## config.mk

```make
export PLATFORM = sky130hd
export DESIGN_NAME = sync_adder_flat
export DESIGN_NICKNAME = d
export VERILOG_FILES = /design/src/rtl/sync_adder_pkg.sv /design/src/rtl/sync_adder_if.sv /design/src/rtl/full_adder_bit.sv /design/src/rtl/sync_adder.sv /design/src/flat_wrapper.sv
export SDC_FILE = /design/constraint.sdc
export NUM_CORES = 1
export LEC_CHECK = 0
export CAP_MARGIN = 20
export CELL_PAD_IN_SITES_DETAIL_PLACEMENT = 0
export CELL_PAD_IN_SITES_GLOBAL_PLACEMENT = 1
export CORE_MARGIN = 5
export CORE_UTILIZATION = 22
export CTS_CLUSTER_DIAMETER = 60
export CTS_CLUSTER_SIZE = 24
export DETAILED_ROUTE_END_ITERATION = 10
export PLACE_DENSITY = 0.7
export SLEW_MARGIN = 30
export SYNTH_ARGS = -nofsm -noshare
export SYNTH_HDL_FRONTEND = slang
export SYNTH_SLANG_ARGS = --single-unit
```

## constraint.sdc

```tcl
create_clock -name clk -period 2.24 [get_ports clk]
set_input_delay 0.672 -clock clk [delete_from_list [all_inputs] [get_ports clk]]
set_output_delay 0.672 -clock clk [all_outputs]
set_load 0.05 [all_outputs]
```

## src/rtl/sync_adder_pkg.sv

```systemverilog
// Shared types and helpers for the sync_adder block.
// Provides the default width, a fixed-width sum record and a behavioural
// reference add used by checking code.
package sync_adder_pkg;

  localparam int unsigned DEFAULT_WIDTH = 4;
  localparam int unsigned MAX_WIDTH     = 64;

  // Sum record at the default width: carry above the low DEFAULT_WIDTH bits.
  typedef struct packed {
    logic                     carry;
    logic [DEFAULT_WIDTH-1:0] sum;
  } sum_t;

  // Behavioural {carry, sum} of two width-bit operands, zero-extended to
  // MAX_WIDTH+1 bits; bits above position width are cleared.
  function automatic logic [MAX_WIDTH:0] ref_add(input logic [MAX_WIDTH-1:0] a,
                                                 input logic [MAX_WIDTH-1:0] b,
                                                 input int unsigned          width);
    logic [MAX_WIDTH:0] s;
    logic [MAX_WIDTH:0] mask;
    s    = {1'b0, a} + {1'b0, b};
    mask = ((MAX_WIDTH+1)'(1) << (width + 1)) - (MAX_WIDTH+1)'(1);
    return s & mask;
  endfunction

endpackage

```

## src/rtl/sync_adder_if.sv

```systemverilog
// Operand/result bundle for sync_adder.
// master drives in_valid, a, b and observes result, carry_out, out_valid;
// slave (the adder) is the reverse.
interface sync_adder_if #(
  parameter int unsigned WIDTH = sync_adder_pkg::DEFAULT_WIDTH
);

  logic             in_valid;
  logic [WIDTH-1:0] a;
  logic [WIDTH-1:0] b;
  logic [WIDTH-1:0] result;
  logic             carry_out;
  logic             out_valid;

  modport master (
    output in_valid, a, b,
    input  result, carry_out, out_valid
  );

  modport slave (
    input  in_valid, a, b,
    output result, carry_out, out_valid
  );

endinterface

```

## src/rtl/full_adder_bit.sv

```systemverilog
// One-bit full adder, the cell of the sync_adder ripple chain.
// Ports: x, y operand bits; cin carry in; s sum bit; cout carry out.
module full_adder_bit (
  input  logic x,
  input  logic y,
  input  logic cin,
  output logic s,
  output logic cout
);

  logic p;

  assign p    = x ^ y;
  assign s    = p ^ cin;
  // Generate when both bits set, propagate incoming carry when exactly one set.
  assign cout = (x & y) | (cin & p);

endmodule

```

## src/rtl/sync_adder.sv

```systemverilog
// Registered unsigned adder: {carry_out, result} = a + b, one cycle latency.
// Ports: clk; rst (synchronous, active-high); bus (sync_adder_if.slave)
//   carrying in_valid, a, b in and result, carry_out, out_valid out.
// result/carry_out hold their last value while in_valid is low.
module sync_adder
  import sync_adder_pkg::*;
#(
  parameter int unsigned WIDTH = DEFAULT_WIDTH
) (
  input  logic         clk,
  input  logic         rst,
  sync_adder_if.slave  bus
);

  logic [WIDTH:0]   carry_c;
  logic [WIDTH-1:0] sum_c;

  logic [WIDTH-1:0] result_d, result_q;
  logic             carry_d,  carry_q;
  logic             valid_d,  valid_q;

  // Ripple chain: carry_c[0] is tied low since there is no carry-in.
  assign carry_c[0] = 1'b0;

  for (genvar gi = 0; gi < int'(WIDTH); gi++) begin : g_bit
    full_adder_bit u_fa (
      .x    (bus.a[gi]),
      .y    (bus.b[gi]),
      .cin  (carry_c[gi]),
      .s    (sum_c[gi]),
      .cout (carry_c[gi+1])
    );
  end

  // Capture a new sum only on valid input; otherwise hold.
  always_comb begin
    result_d = result_q;
    carry_d  = carry_q;
    valid_d  = bus.in_valid;
    if (bus.in_valid) begin
      result_d = sum_c;
      carry_d  = carry_c[WIDTH];
    end
  end

  // Output registers; reset wins over an in-flight valid.
  always_ff @(posedge clk) begin
    if (rst) begin
      result_q <= '0;
      carry_q  <= 1'b0;
      valid_q  <= 1'b0;
    end else begin
      result_q <= result_d;
      carry_q  <= carry_d;
      valid_q  <= valid_d;
    end
  end

  assign bus.result    = result_q;
  assign bus.carry_out = carry_q;
  assign bus.out_valid = valid_q;

endmodule

```

## src/flat_wrapper.sv

```systemverilog
// flat-port wrapper written by rule: the top's interface ports become plain ports
module sync_adder_flat import sync_adder_pkg::*;
#(
  parameter int unsigned WIDTH = DEFAULT_WIDTH
)
  (clk, rst, bus_in_valid, bus_a, bus_b, bus_result, bus_carry_out, bus_out_valid);
  sync_adder_if #(.WIDTH(WIDTH)) bus_i ();
  input  logic clk;
  input  logic rst;
  input wire logic [$bits(bus_i.in_valid)-1:0] bus_in_valid;
  input wire logic [$bits(bus_i.a)-1:0] bus_a;
  input wire logic [$bits(bus_i.b)-1:0] bus_b;
  output wire logic [$bits(bus_i.result)-1:0] bus_result;
  output wire logic [$bits(bus_i.carry_out)-1:0] bus_carry_out;
  output wire logic [$bits(bus_i.out_valid)-1:0] bus_out_valid;
  assign bus_i.in_valid = bus_in_valid;
  assign bus_i.a = bus_a;
  assign bus_i.b = bus_b;
  assign bus_result = bus_i.result;
  assign bus_carry_out = bus_i.carry_out;
  assign bus_out_valid = bus_i.out_valid;
  sync_adder #(.WIDTH(WIDTH)) u_core (.clk(clk), .rst(rst), .bus(bus_i));
endmodule
```

# Word level (Yosys, flattened, before mapping)
# Cells that the tools add are included.
dict set report totals {
  in_bits 11
  word_cells 20
  out_inout_bits 6
  ff_bits 6
}
dict set report op_classes {
  n_bitwise 17
}
# op count
set ops {}
lappend ops {{$and A1 B1 Y1} 7}
lappend ops {{$xor A1 B1 Y1} 7}
lappend ops {{$or A1 B1 Y1} 3}

# Logic depth before layout (Yosys ltp)
# Gate-level depths: netlist of run 1.
dict set report logic_depth {
  depth_word 7
  ltp_mapped 6
  ltp_nobuf 6
}

# Hierarchy
# From an unflattened synthesis of run 1, not the netlist that was laid out.
dict set report hier_totals {
  cells_unflattened 23
  area_unflattened_um2 290.3
}
# module instances area_each_um2 cells_each seq_area_each_um2
set modules_own_cells {}
lappend modules_own_cells {sync_adder 1 210.2 19 120.1}
lappend modules_own_cells {full_adder_bit 4 20.0 1 0.0}

# Worst setup path after synthesis of run 1
# No wires, ideal clock.
dict set report synth_path {
  kind {input port to flip-flop}
  startpoint {in bus_b[0]}
  endpoint {reg u_core.result_q[3] (netlist: u_core.bus.result[3])}
  t_required_ps 2161
  path_stages 6
  setup_time_ps 79
  path_slack_ps -99
  t_arrival_ps 2260
  n_path_buf 0
  path_cell_list {ha_1 fa_1 fa_1 inv_1 fa_1 a211oi_2}
}
dict set report synth_via {
  elab_chain_len 6
}
# element line
set synth_lines {}
lappend synth_lines {{start, declared} flat_wrapper.sv:12} ;# input wire logic [$bits(bus_i.b)-1:0] bus_b;
lappend synth_lines {{$and A1 B1 Y1 (2 in a row)} full_adder_bit.sv:16} ;# assign cout = (x & y) | (cin & p);
lappend synth_lines {{$or A1 B1 Y1} full_adder_bit.sv:16}
lappend synth_lines {{$and A1 B1 Y1} full_adder_bit.sv:16}
lappend synth_lines {{$or A1 B1 Y1} full_adder_bit.sv:16}
lappend synth_lines {{$xor A1 B1 Y1} full_adder_bit.sv:14} ;# assign s = p ^ cin;
lappend synth_lines {{end signal, assigned} sync_adder.sv:53} ;# result_q <= result_d;
lappend synth_lines {{end, declared} sync_adder.sv:18} ;# logic [WIDTH-1:0] result_d, result_q;
# Every way passes these cells.
# A chain may end at the register's enable or synchronous reset.

# Final worst setup path of run 1
# Same ends and word-level chain as after synthesis.

==> flow_metrics.tcl, run 1 <==
set metrics [dict create \
    outcome "complete, no violations" \
    route.detailed.drc 0 \
    dr.pass1.iters 1 \
    gp_congestion 0.699 \
    root_buffer "clkbuf_4" \
    ant_nets 0 \
    grt_pass1_wl_um 1140 \
    crit_path_start_kind "input port" \
    ir_worst_vdd_mv 0.298 \
    clkSinkCount 6 \
    postPlaceCellArea_um2 483 \
    final-seq-area_um2 120 \
    yosys_warnings 0 \
    hold_end "u_core.bus.result[0]$_SDFFE_PP0P_" \
    fin_cells 58 \
    antenna_found_initial 0 \
    finalSetupViolations 0 \
    syn_inst 25 \
    clock_latency_ns 0.24 \
    hold_start "u_core.bus.result[0]$_SDFFE_PP0P_" \
    worst_r2r_path_depth 2 \
    post-route-min-period_ns 2.18 \
    num_antenna_cells 0 \
    placed_cells 55 \
    die_area_um2 2190 \
    wl_per_cell_um 11.7 \
    hpwl_um 603 \
    powerDensity_nw_per_um2 645 \
    hold-path-cell-count 2 \
    max_stage_delay_ns 0.42 \
    cp_slowest_cell "fa_1" \
    crit_family "adder cells" \
    via_count 244 \
    synth_fp_nets 40 \
    post-route-period-util_pct 97.3 \
    grt_pass1_vias 281 \
    end_kind "flip-flop" \
    crit_buf_inv 2 \
    clockBufferDepth 2 \
    busiest_layer "met2" \
    grt.total_usage_pct 8.27 \
    min_path_type "reg -> reg" \
    crit_fanout 1 \
    hold_viol 0 \
    dr.first_iter.drc_count 0 \
    crit_arrival_ns 2.34 \
    synth_cell_types 10 \
    post-cts-setup-buffers 0 \
    fin_util_pct 38.4 \
    fin_nets 60 \
    synth.avg_cell_area_um2 11.9 \
    rows 13 \
    grt_max_degree 9 \
    reg2reg_slack_ns 1.59 \
    cts-buffers-inserted 3 \
    grt-ovfl-total 0 \
    cts_tree "built" \
    fp.dieW_um 46.8 \
    yosysSeqAreaShare_pct 40.3 \
    whs_ns 0.496 \
    htree_levels 1 \
    fp.dieH_um 46.8 \
    syn_area_um2 298 \
    use_met1_pct 6.05 \
    use_met3_pct 6.90 \
    crit_top_cell "fa_2" \
    worstReg2RegEnd "u_core.bus.carry_out$_SDFFE_PP0P_" \
    core_um2 1280 \
    tns_ns 0 \
    finalMaxSlewViolations 0 \
    crit_type "in -> reg" \
    max_freq_mhz 459 \
    initial_core_util_pct 23.2 \
    drv_cap 0 \
    r2r_start "u_core.bus.carry_out$_SDFFE_PP0P_" \
    p_leak_nw 0.203 \
    multi_input_area_um2 173 \
    grt_setup_unrepaired "no" \
    grtUsageMet2_pct 15.2 \
    synth_seq_cells 6 \
    io_pins 17 \
    nFillCells 143 \
    place.port_buffers 16 \
    drive_above_1_share_pct 27.9 \
    clock_skew_ns 0 \
    area_growth_syn_to_layout_pct 65.5 \
    stdcell_area_um2 493 \
    worst_slew_pin_slew_ns 0.498 \
    path_clk_slew_ns 0.04 \
    vias_per_cell 4.21 \
    cp_cell_sequence "buf_2 > ha_4 > fa_2 > fa_2 > inv_2 > fa_1 > a211oi_2" \
    cts_hold_buffers 0 \
    critPathRequiredTime_ns 2.40 \
    max_slew_margin_pct 66.7 \
    routed_wirelength_um 677 \
]
cell usage in the layout (no fill, tap or decap), drive strengths merged:
master	n
fa	3
dlygate4sd2	2
buf	2
clkbuf	3
dfxtp	6
mux2i	3
a211oi	2
clkdlybuf4s50	12
nor2b	1
nor2	5
inv	3
ha	1
final cells by class:
type / instances / area share, %
clock buffer: 3 / 4.57
tap: 15 / 3.81
timing repair buffer: 16 / 29.9
multi-input combinational: 15 / 35.0
sequential: 6 / 24.4
inverter: 3 / 2.28
cells in the mapped netlist, drive strengths merged:
cell type / n / area (µm²)
dfxtp: 6 / 120
nor2: 5 / 21.3
fa: 3 / 60.1
inv: 3 / 11.3
mux2i: 3 / 30.0
a211oi: 2 / 25.0
buf: 1 / 11.3
ha: 1 / 12.5
nor2b: 1 / 6.26
registers in the layout, indices dropped and copies added (netlist names):
register,cells
u_core.bus.result,4
u_core.bus.out_valid,1
u_core.bus.carry_out,1
where the power goes:
part | internal, mW | switching [mW]
sequential | 0.116 | 0.00430
clock | 0.0604 | 0.0357
combinational | 0.0437 | 0.0572
through the flow:
step           power, mW  setup WS [ns]
2_1_floorplan      0.185        0.00145
3_3_place_gp       0.226         -0.510
3_5_place_dp       0.229         -0.547
4_1_cts            0.327         0.0563
5_1_grt            0.346         0.0229
6_report           0.318         0.0595
worst max-delay path by stage:
stage               startpoint  depth (start not counted)  slack, ns                           endpoint
detailed placement    bus_b[0]                          7      -0.55  u_core.bus.result[3]$_SDFFE_PP0P_
global route          bus_b[0]                          7       0.02  u_core.bus.result[3]$_SDFFE_PP0P_
global placement      bus_b[0]                          7      -0.51  u_core.bus.result[3]$_SDFFE_PP0P_
floorplan             bus_b[0]                          6      0.001  u_core.bus.result[3]$_SDFFE_PP0P_
CTS                   bus_b[0]                          7       0.06  u_core.bus.result[3]$_SDFFE_PP0P_
finish                bus_b[0]                          7       0.06  u_core.bus.result[3]$_SDFFE_PP0P_
layer usage:
metal	routed length [µm]	part of all wire [%]
met5	0	0
met4	0	0
met3	66	9.7
met2	438	65
met1	171	25
timing repair:
| action | 4_1_cts | 5_1_grt |
|---|---|---|
| hold endpoints to repair | 0 | 0 |
| resized for setup | 10 | 0 |
| setup endpoints to repair | 1 | 0 |
tightest hold or removal path: cells and delay by family (launching register included):
family           cells  cell delay (ns)
DFF                  1             0.32
and+or+nand+nor      1             0.08
muxes                1             0.06
cell families (layout without fill, tap and decap cells):
family | Yosys count | in the layout | share of synthesized area [%]
DFF | 6 | 6 | 40.3
and+or+nand+nor | 6 | 6 | 9.24
adders and majority gates | 4 | 4 | 24.4
AOI/OAI and AO/OA | 2 | 2 | 8.40
muxes | 3 | 3 | 10.1
buffers and inverters | 4 | 22 | 7.56
(Power assumes the default switching activity.)
==> inputs of run 2 (changes only) <==
Settings changed: ABC_CLOCK_PERIOD_IN_PS set to 2240.
==> results of run 2 <==
The final DEF is identical to that of run 1; final timing and power are the same.
